**config.mk**
```make
export PLATFORM = sky130hd
export DESIGN_NAME = picomem_arbiter_2_1
export DESIGN_NICKNAME = d
export VERILOG_FILES = /design/src/rtl/picomem_arbiter_2_1.sv
export SDC_FILE = /design/constraint.sdc
export NUM_CORES = 1
export LEC_CHECK = 0
export ABC_AREA = 1
export BUFFER_PORTS_ARGS = -buffer_cell sky130_fd_sc_hd__buf_2
export CELL_PAD_IN_SITES_DETAIL_PLACEMENT = 0
export CELL_PAD_IN_SITES_GLOBAL_PLACEMENT = 1
export CORE_AREA = 2 2 122 124
export CTS_BUF_LIST = sky130_fd_sc_hd__clkbuf_4 sky130_fd_sc_hd__clkbuf_8
export DETAILED_ROUTE_END_ITERATION = 6
export DIE_AREA = 0 0 124 126
export PLACE_DENSITY = 0.86
export SYNTH_ARGS = -nofsm -noshare
export SYNTH_HDL_FRONTEND = slang
export SYNTH_SLANG_ARGS = --single-unit
export TNS_END_PERCENT = 10
```
**constraint.sdc**
```tcl
create_clock -name clk -period 1.3 [get_ports clk]
set_input_delay 0.065 -clock clk [delete_from_list [all_inputs] [get_ports clk]]
set_output_delay 0.065 -clock clk [all_outputs]
set_load 0.02 [all_outputs]
```
**src/rtl/picomem_arbiter_2_1.sv**
```systemverilog
// picomem_arbiter_2_1
//   Two-master / one-slave arbiter for the PicoMem bus. Lets a second master
//   (DMA, debug loader) share the CPU's downstream bus. The grant is held in
//   a registered FSM (IDLE / OWN0 / OWN1). Each grant covers exactly one
//   transaction, and the arbiter always returns to IDLE for one cycle
//   between transfers.
//
//   Optional build macro: PICOMEM_ARB_TIMEOUT_EN
//     When defined, a granted transfer that sees no s_ready for
//     TIMEOUT_CYCLES cycles is force-completed. The owner gets
//     rdata=32'hDEAD_BEEF, and the sticky timeout_flag is set.
//     When undefined, no counter is built and timeout_flag is tied 0.
//
// Parameters
//   ROUND_ROBIN    : 1 = the master not served last wins a tie;
//                    0 = m0 always wins a tie
//   TIMEOUT_CYCLES : force-completion limit, 2..65535 (timeout builds only)
//
// Ports
//   clk, reset            : clock, synchronous active-high reset
//   m0_* / m1_*           : PicoMem master ports (valid/ready/addr/wdata/wstrb/rdata)
//   s_*                   : PicoMem slave port
//   grant                 : one-hot current owner {OWN1, OWN0}; 00 = idle
//   timeout_flag          : sticky bus-timeout indicator
module picomem_arbiter_2_1 #(
  parameter int ROUND_ROBIN    = 1,
  parameter int TIMEOUT_CYCLES = 255
) (
  input  logic        clk,
  input  logic        reset,
  input  logic        m0_valid,
  output logic        m0_ready,
  input  logic [31:0] m0_addr,
  input  logic [31:0] m0_wdata,
  input  logic [3:0]  m0_wstrb,
  output logic [31:0] m0_rdata,
  input  logic        m1_valid,
  output logic        m1_ready,
  input  logic [31:0] m1_addr,
  input  logic [31:0] m1_wdata,
  input  logic [3:0]  m1_wstrb,
  output logic [31:0] m1_rdata,
  output logic        s_valid,
  input  logic        s_ready,
  output logic [31:0] s_addr,
  output logic [31:0] s_wdata,
  output logic [3:0]  s_wstrb,
  input  logic [31:0] s_rdata,
  output logic [1:0]  grant,
  output logic        timeout_flag
);

  typedef enum logic [1:0] {IDLE = 2'd0, OWN0 = 2'd1, OWN1 = 2'd2} state_t;

  typedef struct packed {
    logic [31:0] addr;
    logic [31:0] wdata;
    logic [3:0]  wstrb;
  } req_t;

  localparam logic [15:0] TLIM = 16'(TIMEOUT_CYCLES - 1);

  state_t     state;
  logic       last;       // master served last (0 = m0, 1 = m1)
  logic [1:0] grant_q;
  req_t       m0_req, m1_req, s_req;
  logic       own0, own1, own_valid, tmo_hit, fin, pick1;

  assign own0   = (state == OWN0);
  assign own1   = (state == OWN1);
  assign m0_req = {m0_addr, m0_wdata, m0_wstrb};
  assign m1_req = {m1_addr, m1_wdata, m1_wstrb};

  // Forward the owner's request. IDLE drives all zeros.
  always_comb begin
    s_req     = '0;
    own_valid = 1'b0;
    if (own0) begin
      s_req     = m0_req;
      own_valid = m0_valid;
    end else if (own1) begin
      s_req     = m1_req;
      own_valid = m1_valid;
    end
  end

`ifdef PICOMEM_ARB_TIMEOUT_EN
  logic [15:0] tcnt;
  logic        tflag;

  // A slave ready in the limit cycle wins, so it is a normal completion.
  assign tmo_hit = own_valid && !s_ready && (tcnt == TLIM);

  // IDLE holds the counter at 0. This gives a fresh count on every grant.
  always_ff @(posedge clk) begin
    if (reset) begin
      tcnt  <= '0;
      tflag <= 1'b0;
    end else begin
      if (state == IDLE)
        tcnt <= '0;
      else if (!s_ready)
        tcnt <= tcnt + 16'd1;
      if (tmo_hit)
        tflag <= 1'b1;
    end
  end

  assign timeout_flag = tflag;
`else
  logic unused_tlim;
  assign unused_tlim  = ^TLIM;
  assign tmo_hit      = 1'b0;
  assign timeout_flag = 1'b0;
`endif

  // A transfer ends on slave ready or on a forced timeout.
  assign fin = (own0 | own1) & (s_ready | tmo_hit);

  // The slave request is withdrawn in a timeout cycle. The slave must not
  // see a request that the arbiter has already completed.
  assign s_valid = own_valid & ~tmo_hit;
  assign s_addr  = s_req.addr;
  assign s_wdata = s_req.wdata;
  assign s_wstrb = s_req.wstrb;

  assign m0_ready = own0 & (s_ready | tmo_hit);
  assign m1_ready = own1 & (s_ready | tmo_hit);
  assign m0_rdata = !own0 ? 32'h0 : (tmo_hit ? 32'hDEAD_BEEF : s_rdata);
  assign m1_rdata = !own1 ? 32'h0 : (tmo_hit ? 32'hDEAD_BEEF : s_rdata);

  assign grant = grant_q;

  // m1 wins when it is the only requester. On a tie it wins only in
  // round-robin mode, and only when m0 was served last.
  assign pick1 = m1_valid & (~m0_valid | ((ROUND_ROBIN != 0) & ~last));

  always_ff @(posedge clk) begin
    if (reset) begin
      state   <= IDLE;
      last    <= 1'b1;
      grant_q <= 2'b00;
    end else begin
      case (state)
        IDLE: begin
          if (m0_valid | m1_valid) begin
            state   <= pick1 ? OWN1 : OWN0;
            grant_q <= pick1 ? 2'b10 : 2'b01;
          end
        end
        OWN0, OWN1: begin
          if (fin) begin
            state   <= IDLE;
            grant_q <= 2'b00;
            last    <= own1;
          end else if (!own_valid) begin
            // The owner withdrew its request. Release the bus, and leave
            // the round-robin history unchanged.
            state   <= IDLE;
            grant_q <= 2'b00;
          end
        end
        default: begin
          state   <= IDLE;
          grant_q <= 2'b00;
        end
      endcase
    end
  end

endmodule

```
### Yosys cells after proc, flatten, opt, wreduce, memory -nomap -nowiden

Index checks and enable logic that the tools add are counted.

| storage, ports and cells | value |
|---|---|
| logic and storage cells | 30 |
| register bits after elaboration | 3 |
| output and inout bits | 138 |

| cells by class | value |
|---|---|
| equality and inequality tests | 4 |
| bitwise gates (word level) | 9 |
| reduce and logical (&&, ||, !) cells | 4 |
| multiplexer cells | 11 |

Operators by type and width:

| operator | count |
|---|---|
| 68-bit two-way mux | 2 |
| 32-bit two-way mux | 2 |
| 2-bit two-way mux | 4 |
| 1-bit bitwise AND | 4 |
| 2-bit case mux with 2 select lines | 1 |
| 2-bit AND reduction | 2 |
| 3-bit inequality test (second input constant) | 1 |
| 1-bit bitwise OR | 3 |
| 2-bit by 1-bit equality test with 1-bit output (second input constant) | 1 |
| 2-bit equality test (second input constant) | 1 |
| 2-bit logical NOT | 1 |
| 1-bit two-way mux | 2 |
| 2-bit inequality test (second input constant) | 1 |
| 1-bit inverter | 2 |
| 2-bit OR reduction | 1 |

### Depth between registers and ports, before layout

Gate-level depths: netlist of run 1.

| depth | value |
|---|---|
| depth after elaboration | 6 |
| depth in mapped cells | 9 |
| gate-level depth less buffers | 9 |

### Worst setup path before layout of run 1

OpenSTA, ideal clock, no wires.

| timing | value |
|---|---|
| kind | flip-flop to flip-flop |
| start | register grant[1] (netlist name) |
| end | register grant_q[0] (netlist: grant[0]) |
| library setup time | 0.115 ns |
| stages on the path, launching flop included | 9 |
| arrival | 1.404 ns |
| period minus slack after synthesis | 1.519 ns |
| buffers on the path | 0 |
| slack | -0.219 ns |
| cells stage by stage | dfxtp_1 > inv_1 > ha_1 > inv_2 > nand3_1 > nand2_1 > nand2_1 > a21oi_1 > nor2_1 |

RTL lines:

| element | line | source |
|---|---|---|
| end signal: assignment | 148 | `grant_q <= pick1 ? 2'b10 : 2'b01;` |
| end: declaration | 65 | `logic [1:0] grant_q;` |

==> impl_metrics.tcl, run 1 <==
set metrics [dict create \
    status "finished, violations left" \
    violations "negative setup slack" \
    firstDrtPassIters 7 \
    dieArea_um2 15620 \
    htree_num_levels 1 \
    avgSynthCellArea_um2 4.273 \
    clk_pin_slew_ns 0.03 \
    async_flop_share 0 \
    power.density_nw_per_um2 855.0 \
    area_growth_pct 159.8 \
    end_kind "output port" \
    io_pins 311 \
    rsz0062_at_grt "true" \
    wl_um 10840 \
    num_antenna_cells 0 \
    rows 44 \
    routed_via_density 3.938 \
    hold_violations 0 \
    syn_area_um2 1709 \
    drv_cap 0 \
    timing.final.crit_share 1.180 \
    skew_ns 0.003573 \
    fmax_ghz 0.6517 \
    worstHoldPathType "primary input to register" \
    critPathTopFamily "buffers and inverters" \
    cts_root_buf "clkbuf_8" \
    grt_usage 0.1105 \
    worstPathRequired_ns 1.24 \
    critPathBufInv 4 \
    grt_max_degree 53 \
    cts_buffers 3 \
    grt_pass1_vias 3007 \
    synth_edf_count 0 \
    drc 0 \
    start_util 0.1194 \
    ys.flop_type "dfxtp_1" \
    worstPathArrival_ns 1.47 \
    ys_top_cells_by_count "nand2_1 (212), nand3_1 (72), inv_1 (70)" \
    clock_sinks 3 \
    path_max_fanout 13 \
    yosysSeqAreaShare 0.03514 \
    clk-insertion-delay-late_ns 0.22 \
    antenna_found_initial 0 \
    hold_buffers 0 \
    ir_drop_uv 331.2 \
    finalPower_mw 3.797 \
    setup-violations-final 135 \
    grt_pass1_wl_um 13900 \
    die_h_um 126 \
    fill_cells 1577 \
    path_cells "buf_6 -> ha_4 -> buf_12 -> buf_12 -> nand3_1 -> nand2_2 -> buf_4" \
    dp_hpwl_um 7865 \
    ys_seq_elements 3 \
    critical-path-slowest-cell "dfxtp_4" \
    clockBufferDepth 2 \
    die_x_um 124 \
    overflow 0 \
    finalNetCount 885 \
    synth_most_common_cell "nand2_1" \
    syn_nets 576 \
    p_leak_nw 3.017 \
    postSynthCellCount 400 \
    cts_tree "done" \
    drtAntennaViolNets 0 \
    yosys.area.top_type "nand2_1" \
    crit_path_frequent_cell "buf_12" \
    wl_per_cell_um 12.15 \
    drv_slew 0 \
    vias 3513 \
    critPathMaxStageDelay_ns 0.33 \
    post-route-util 0.3102 \
    rrSetupSlack_ns -0.09 \
    drt_iter0_markers 150 \
    critPathLaunchType "register" \
    setup_ws_ns -0.2343 \
    crit_type "register to output port" \
    synthTopCellsByArea "nand2_1 (47%), nand3_1 (21%), inv_1 (15%)" \
    synthDistinctLibCells 13 \
    synth_top_area_share 0.4656 \
    port_buffers 309 \
    drive_gt1_frac 0.5438 \
    gp_congestion 0.8025 \
    period_minus_slack_ns 1.534 \
    core_area_um2 14310 \
    ys_warn_count 0 \
]
## flip-flops by register name (all words and copies together) (netlist names)
| signal | count |
|---|---|
| grant | 2 |
| last | 1 |
## metal layers
layer | wire length [µm] | share of wire | global-route usage
met3 | 1037 | 0.096 | 0.02310
met4 | 40 | 0.0037 | 0.01388
met5 | 0 | 0 | 0
met2 | 5663 | 0.52 | 0.2201
met1 | 4094 | 0.38 | 0.1196
## final timing paths
path | startpoint | endpoint | cells after the start
max | grant[1] | s_addr[20] | 7
min | reset | last | 3
min reg2reg | last | last | 2
max reg2reg | grant[1] | grant[1] | 9
## cell usage in the layout (no fill, tap or decap)
cell / Yosys / routed
buf_2: 21 / 192
nand2_1: 212 / 191
buf_6: 0 / 74
nand3_1: 72 / 66
inv_1: 70 / 55
buf_4: 3 / 55
nand2_2: 0 / 21
inv_2: 1 / 15
buf_12: 0 / 8
nand3_2: 0 / 6
nor2_1: 4 / 4
a21oi_1: 3 / 3
clkbuf_8: 0 / 3
ha_4: 0 / 2
buf_16: 0 / 2
clkbuf_16: 0 / 2
inv_4: 0 / 1
o21ai_0: 1 / 1
ha_1: 3 / 1
conb_1: 1 / 1
clkbuf_4: 0 / 1
dfxtp_2: 0 / 1
dfxtp_4: 0 / 1
dfxtp_1: 3 / 1
buf_8: 0 / 1
## where the power goes
part	total [mW]	internal (mW)	switching, mW
registers	0.123	0.110	0.0136
logic	3.37	1.52	1.85
clock network	0.301	0.231	0.0701
total	3.80	1.86	1.93
## metrics by stage
stage	hold slack, ns	cell area [µm²]	TNS, ns	setup slack (ns)	instances
final	0.05845	4441	-19.74	-0.2343	892
after CTS	0.05713	4008	-20.06	-0.2272	889
after detailed placement	0.2846	3638	-0.6341	-0.05319	882
after global placement	0.2841	3638	-0.5935	-0.06565	882
after global routing	0.08072	4441	-28.32	-0.2948	892
after floorplan	0.1647	1747	0	0.01376	400
## worst min-delay path: stages
cell     delay [ns]
buf_2          0.09
a21oi_1        0.03
o21ai_0        0.05
## area by class of cell
cell class / count / area, µm² / area share
timing repair buffer: 334 / 2487 / 0.5602
inverter: 71 / 269.0 / 0.06058
multi-input combinational: 296 / 1340 / 0.3018
tap: 184 / 230.2 / 0.05185
sequential: 3 / 65.06 / 0.01465
clock buffer: 4 / 48.80 / 0.01099
## repair_timing
item / CTS / global route
endpoints found under the setup margin: 134 / 136
pin swaps: 0 / 0
buffers inserted: 2 / 1
gates resized for setup: 103 / 123
gates cloned: 1 / 2
## kinds of logic after synthesis
family,synth area share
AOI/OAI and AO/OA,0.01171
adders and majority gates,0.02196
buffers and inverters,0.2438
DFF,0.03514
other,0.002194
and+or+nand+nor,0.6852
Note: power is estimated with default switching activity, not from simulation.
==> run 2, diff against run 1 <==
--- a/config.mk
+++ b/config.mk
@@ -10,7 +10,7 @@
 export CELL_PAD_IN_SITES_DETAIL_PLACEMENT = 0
 export CELL_PAD_IN_SITES_GLOBAL_PLACEMENT = 1
 export CORE_AREA = 2 2 122 124
-export CTS_BUF_LIST = sky130_fd_sc_hd__clkbuf_4 sky130_fd_sc_hd__clkbuf_8
+export CTS_BUF_LIST = sky130_fd_sc_hd__clkbuf_8
 export DETAILED_ROUTE_END_ITERATION = 6
 export DIE_AREA = 0 0 124 126
 export PLACE_DENSITY = 0.86
==> run 2 against run 1 <==
The flow still finishes with violations (negative setup slack). Clock power fell by 11%. Hold slack improved by 0.0021 ns. Sequential power about the same. Fmax grew 0.17%. Register-to-register slack got worse by 0.02 ns. Non-clock buffer count rose by 8. Via count grew 2.3%. Clock-buffer cell count fell by 1. Final area grew 8.8%. Core utilization grew 2.7 points. Critical path type unchanged. Highest routed layer unchanged.
==> impl_metrics.tcl, run 2 (synthesis results as in run 1) <==
set metrics [dict create \
    firstDrtPassIters 4 \
    area_growth_pct 182.8 \
    drc 0 \
    path_cells "buf_6 -> ha_4 -> clkbuf_16 -> buf_12 -> nand3_2 -> nand2_2 -> buf_6" \
    setup-violations-final 137 \
    power.density_nw_per_um2 858.0 \
    grt_pass1_wl_um 14410 \
    layout.cells.most_common_list "nand2_1 (182), buf_2 (176), buf_6 (105)" \
    cts_tree "done" \
    clock_sinks 3 \
    cts_root_buf "clkbuf_8" \
    hold_slack_ns 0.06052 \
    clockBufferDepth 2 \
    grt_usage 0.1153 \
    worst-r2r-cell-count 9 \
    finalSetupTns_ns -22.89 \
    path_max_fanout 7 \
    drtAntennaViolNets 0 \
    core_area_um2 14310 \
    hold_violations 0 \
    p_leak_nw 3.130 \
    final_common_cell "nand2_1" \
    critPathBufInv 4 \
    critical_path_depth 7 \
    crit_path_frequent_cell "buf_6" \
    clk_pin_slew_ns 0.03 \
    status "finished, violations left" \
    worstPathArrival_ns 1.47 \
    timing.final.crit_share 1.178 \
    wl_um 11670 \
    overflow 0 \
    gp_congestion 0.8025 \
    htree_num_levels 1 \
    dieArea_um2 15620 \
    io_pins 311 \
    worstPathRequired_ns 1.24 \
    rows 44 \
    crit_type "register to output port" \
    fmax_ghz 0.6529 \
    ir_drop_uv 322.1 \
    num_antenna_cells 0 \
    period_minus_slack_ns 1.532 \
    violations "negative setup slack" \
    die_h_um 126 \
    whs_path_depth 3 \
    drv_slew 0 \
    end_kind "output port" \
    grt_pass1_vias 3067 \
    largest_reg_flops 2 \
    port_buffers 309 \
    grt_max_degree 53 \
    critical-path-slowest-cell "dfxtp_4" \
    critPathLaunchType "register" \
    drv_cap 0 \
    die_x_um 124 \
    clk-insertion-delay-late_ns 0.22 \
    cts_buffers 3 \
    worstHoldPathType "primary input to register" \
    finalNetCount 893 \
    skew_ns 0.004108 \
    dp_hpwl_um 7865 \
    drt_iter0_markers 135 \
    critPathMaxStageDelay_ns 0.34 \
    rsz0062_at_grt "true" \
    setup_ws_ns -0.2317 \
    wl_per_cell_um 12.97 \
    routed_via_density 3.993 \
    antenna_found_initial 0 \
    drive_gt1_frac 0.5712 \
    start_util 0.1194 \
    vias 3594 \
    critPathTopFamily "buffers and inverters" \
]
## run 2: cell count changes in the layout (fill, tap and decap cells not counted), moves of 3 or more
| cell | previous run | this run |
|---|---|---|
| nand3_1 | 66 | 60 |
| buf_16 | 2 | 5 |
| buf_4 | 55 | 41 |
| nand3_2 | 6 | 12 |
| buf_2 | 192 | 176 |
| nand2_1 | 191 | 182 |
| buf_6 | 74 | 105 |
| nand2_2 | 21 | 30 |
## run 2: area by class of cell
cell class | count | area (µm²)
Sequential cell | 3 | 65.06
Multi-Input combinational cell | 296 | 1400
Timing Repair Buffer | 342 | 2819
Clock buffer | 3 | 41.29
Fill cell | 1519 | 9480
Clock inverter | 1 | 3.754
Inverter | 71 | 274.0
Tap cell | 184 | 230.2
## run 2: where the power goes
group	total, mW	leakage [nW]	internal (mW)	switching, mW
clock	0.267	0.0269	0.201	0.0657
combinational	3.76	3.08	1.79	1.97
sequential	0.123	0.0258	0.110	0.0135
## run 2: worst register-to-register path, cell delays in order, from the launching register on
cell,delay [ns]
dfxtp_4,0.34
inv_2,0.05
ha_4,0.20
inv_8,0.11
buf_12,0.17
nand3_1,0.10
nand2_2,0.09
nand2_2,0.08
a21oi_2,0.13
nor2_1,0.05
## run 2: final timing paths
| check | startpoint | end | slack, ns |
|---|---|---|---|
| max | grant[1] | s_addr[28] | -0.23 |
| min | reset | last | 0.06 |
| max reg2reg | grant[1] | grant[1] | -0.11 |
| min reg2reg | last | last | 0.47 |
## run 2: stage by stage
step           instances  total power, mW  instance area, µm²    util  setup WS, ns
2_1_floorplan        400            1.664                1747       -       0.01376
3_3_place_gp         882            2.823                3638  0.2542      -0.06565
3_5_place_dp         882            2.809                3638  0.2542      -0.05319
4_1_cts              893            3.705                4242  0.2963       -0.2230
5_1_grt              900            4.433                4833  0.3377       -0.3037
6_report             900            4.147                4833  0.3377       -0.2317
## run 2: layer usage
metal	track usage	part of all wire	vias to the layer above
li1	-	-	1817
met1	0.1210	0.38	1586
met2	0.2350	0.54	189
met3	0.02536	0.082	2
met4	0.01124	0.00034	0
met5	0	0	-
## run 2: what timing repair did
action / CTS / global route
cloned: 4 / 4
hold buffers: 0 / 0
gates resized for setup: 146 / 151
pin swaps: 3 / 11
buffers inserted: 3 / 3
setup endpoints to repair: 131 / 137
==> run 3, diff against run 2 <==
--- a/config.mk
+++ b/config.mk
@@ -9,11 +9,13 @@
 export BUFFER_PORTS_ARGS = -buffer_cell sky130_fd_sc_hd__buf_2
 export CELL_PAD_IN_SITES_DETAIL_PLACEMENT = 0
 export CELL_PAD_IN_SITES_GLOBAL_PLACEMENT = 1
-export CORE_AREA = 2 2 122 124
+export CORE_ASPECT_RATIO = 0.75
+export CORE_MARGIN = 2
+export CORE_UTILIZATION = 13
 export CTS_BUF_LIST = sky130_fd_sc_hd__clkbuf_8
 export DETAILED_ROUTE_END_ITERATION = 6
-export DIE_AREA = 0 0 124 126
-export PLACE_DENSITY = 0.86
+export GPL_TIMING_DRIVEN = 1
+export PLACE_DENSITY = 0.83
 export SYNTH_ARGS = -nofsm -noshare
 export SYNTH_HDL_FRONTEND = slang
 export SYNTH_SLANG_ARGS = --single-unit
==> run 3 against run 2 <==
The flow still finishes with violations (negative setup slack). Sequential share of layout area hardly changed. Non-clock buffer count is 4 higher. Final cell count shrank 1.0%. Combinational power about the same. Final area is 1.6% lower. Critical endpoint is now s_valid. Largest cell class unchanged. Largest power group unchanged.
==> impl_metrics.tcl, run 3 (synthesis results as in run 1) <==
set metrics [dict create \
    die_x_um 136.4 \
    violations "negative setup slack" \
    overflow 0 \
    grt_usage 0.1349 \
    skew_ns 0.007177 \
    wl_per_cell_um 13.45 \
    dp_hpwl_um 8325 \
    final_common_cell "buf_2" \
    cts_tree "done" \
    start_util 0.1322 \
    grt_max_degree 33 \
    worstPathRequired_ns 1.24 \
    crit_type "register to output port" \
    vias 3658 \
    place_inst 872 \
    drtAntennaViolNets 0 \
    fmax_ghz 0.6474 \
    regArea_um2 65.06 \
    p_leak_nw 3.189 \
    io_pins 311 \
    worstHoldPathType "primary input to register" \
    hold_buffers 0 \
    routed_via_density 4.105 \
    finalNetCount 897 \
    critPathLaunchType "register" \
    layout.cells.most_common_list "buf_2 (207), nand2_1 (185), buf_6 (88)" \
    rows 36 \
    core_area_um2 12930 \
    rsz0062_at_grt "true" \
    setup-violations-final 137 \
    antenna_found_initial 0 \
    setup_ws_ns -0.2446 \
    period_minus_slack_ns 1.545 \
    cts_buffers 3 \
    grt_pass1_vias 2974 \
    gp_congestion 0.7775 \
    num_antenna_cells 0 \
    hold_violations 0 \
    final_cells 891 \
    place_ws_ns -0.06379 \
    power.density_nw_per_um2 882.0 \
    worstPathArrival_ns 1.48 \
    wl_um 11980 \
    cts_root_buf "clkbuf_8" \
    drive_gt1_frac 0.5736 \
    port_buffers 309 \
    die_h_um 103.3 \
    end_kind "output port" \
    dieArea_um2 14090 \
    htree_num_levels 1 \
    drc 0 \
    status "finished, violations left" \
    finalPower_mw 4.196 \
    clk-insertion-delay-late_ns 0.23 \
    path_max_fanout 7 \
    clockBufferDepth 2 \
    largest_reg_flops 2 \
    timing.final.crit_share 1.188 \
    clock_sinks 3 \
    drt_iter0_markers 153 \
    fill_cells 1399 \
    drv_slew 0 \
    grt_pass1_wl_um 14970 \
    ir_drop_uv 716.7 \
    drv_cap 0 \
    area_growth_pct 178.3 \
    firstDrtPassIters 4 \
    clk_pin_slew_ns 0.04 \
    multi_input_area_um2 1458 \
]
-- run 3: cell types whose count changed in the layout (fill, tap and decap cells not counted), sizes merged --
| cell | delta |
|---|---|
| clkbuf | -1 |
| inv | -1 |
| buf | +5 |
| clkinv | +1 |
-- run 3: timing repair --
action / 4_1_cts / 5_1_grt
gates cloned: 4 / 3
pin swaps: 6 / 7
buffers inserted: 8 / 0
resized for setup: 183 / 82
setup endpoints to repair: 137 / 137
-- run 3: worst max-delay path, stage by stage (launching register included) --
cell and delay (ns):
dfxtp_4 0.35, inv_4 0.06, ha_4 0.17, buf_12 0.13, clkinv_16 0.07, buf_6 0.12
nand3_2 0.05, nand2_2 0.06, buf_6 0.11, buf_6 0.12
-- run 3: where the power goes --
| part | switching [mW] | internal, mW | leakage (nW) |
|---|---|---|---|
| combinational | 2.02 | 1.77 | 3.14 |
| sequential | 0.0149 | 0.110 | 0.0258 |
| clock | 0.0766 | 0.202 | 0.0269 |
| total | 2.11 | 2.08 | 3.19 |
-- run 3: through the flow --
step | hold slack, ns | cell area [µm²] | utilization | setup TNS (ns)
floorplan | 0.1647 | 1747 | - | 0
global placement | 0.2792 | 3620 | 0.2800 | -0.7468
detailed placement | 0.3026 | 3620 | 0.2800 | -1.166
CTS | 0.07472 | 4399 | 0.3403 | -22.66
global route | 0.09637 | 4757 | 0.3680 | -29.94
finish | 0.06453 | 4757 | 0.3680 | -22.69
-- run 3: area by class of cell --
cell class / instances / share of cell area
repair buffers: 346 / 0.5634
inverters: 71 / 0.06207
multi-input cells: 296 / 0.3064
flip-flops and latches: 3 / 0.01368
clock buffers: 3 / 0.008680
well taps: 171 / 0.04498
clock inverters: 1 / 0.0007891
-- run 3: per-layer routing --
metal,track usage,vias to the layer above,part of all wire,wire length (µm)
li1,-,1821,-,-
met1,0.1715,1674,0.42,5002
met2,0.2528,157,0.52,6201
met3,0.01413,6,0.062,744
met4,0.01923,0,0.0028,34
met5,0,-,0,0
-- run 3: path summary, 6_finish.rpt --
kind	startpoint	end	slack, ns	cells past startpoint
setup / recovery	grant[1]	s_valid	-0.24	9
hold / removal	reset	last	0.06	3
setup reg to reg	grant[1]	grant[0]	-0.22	12
hold reg to reg	last	last	0.49	2
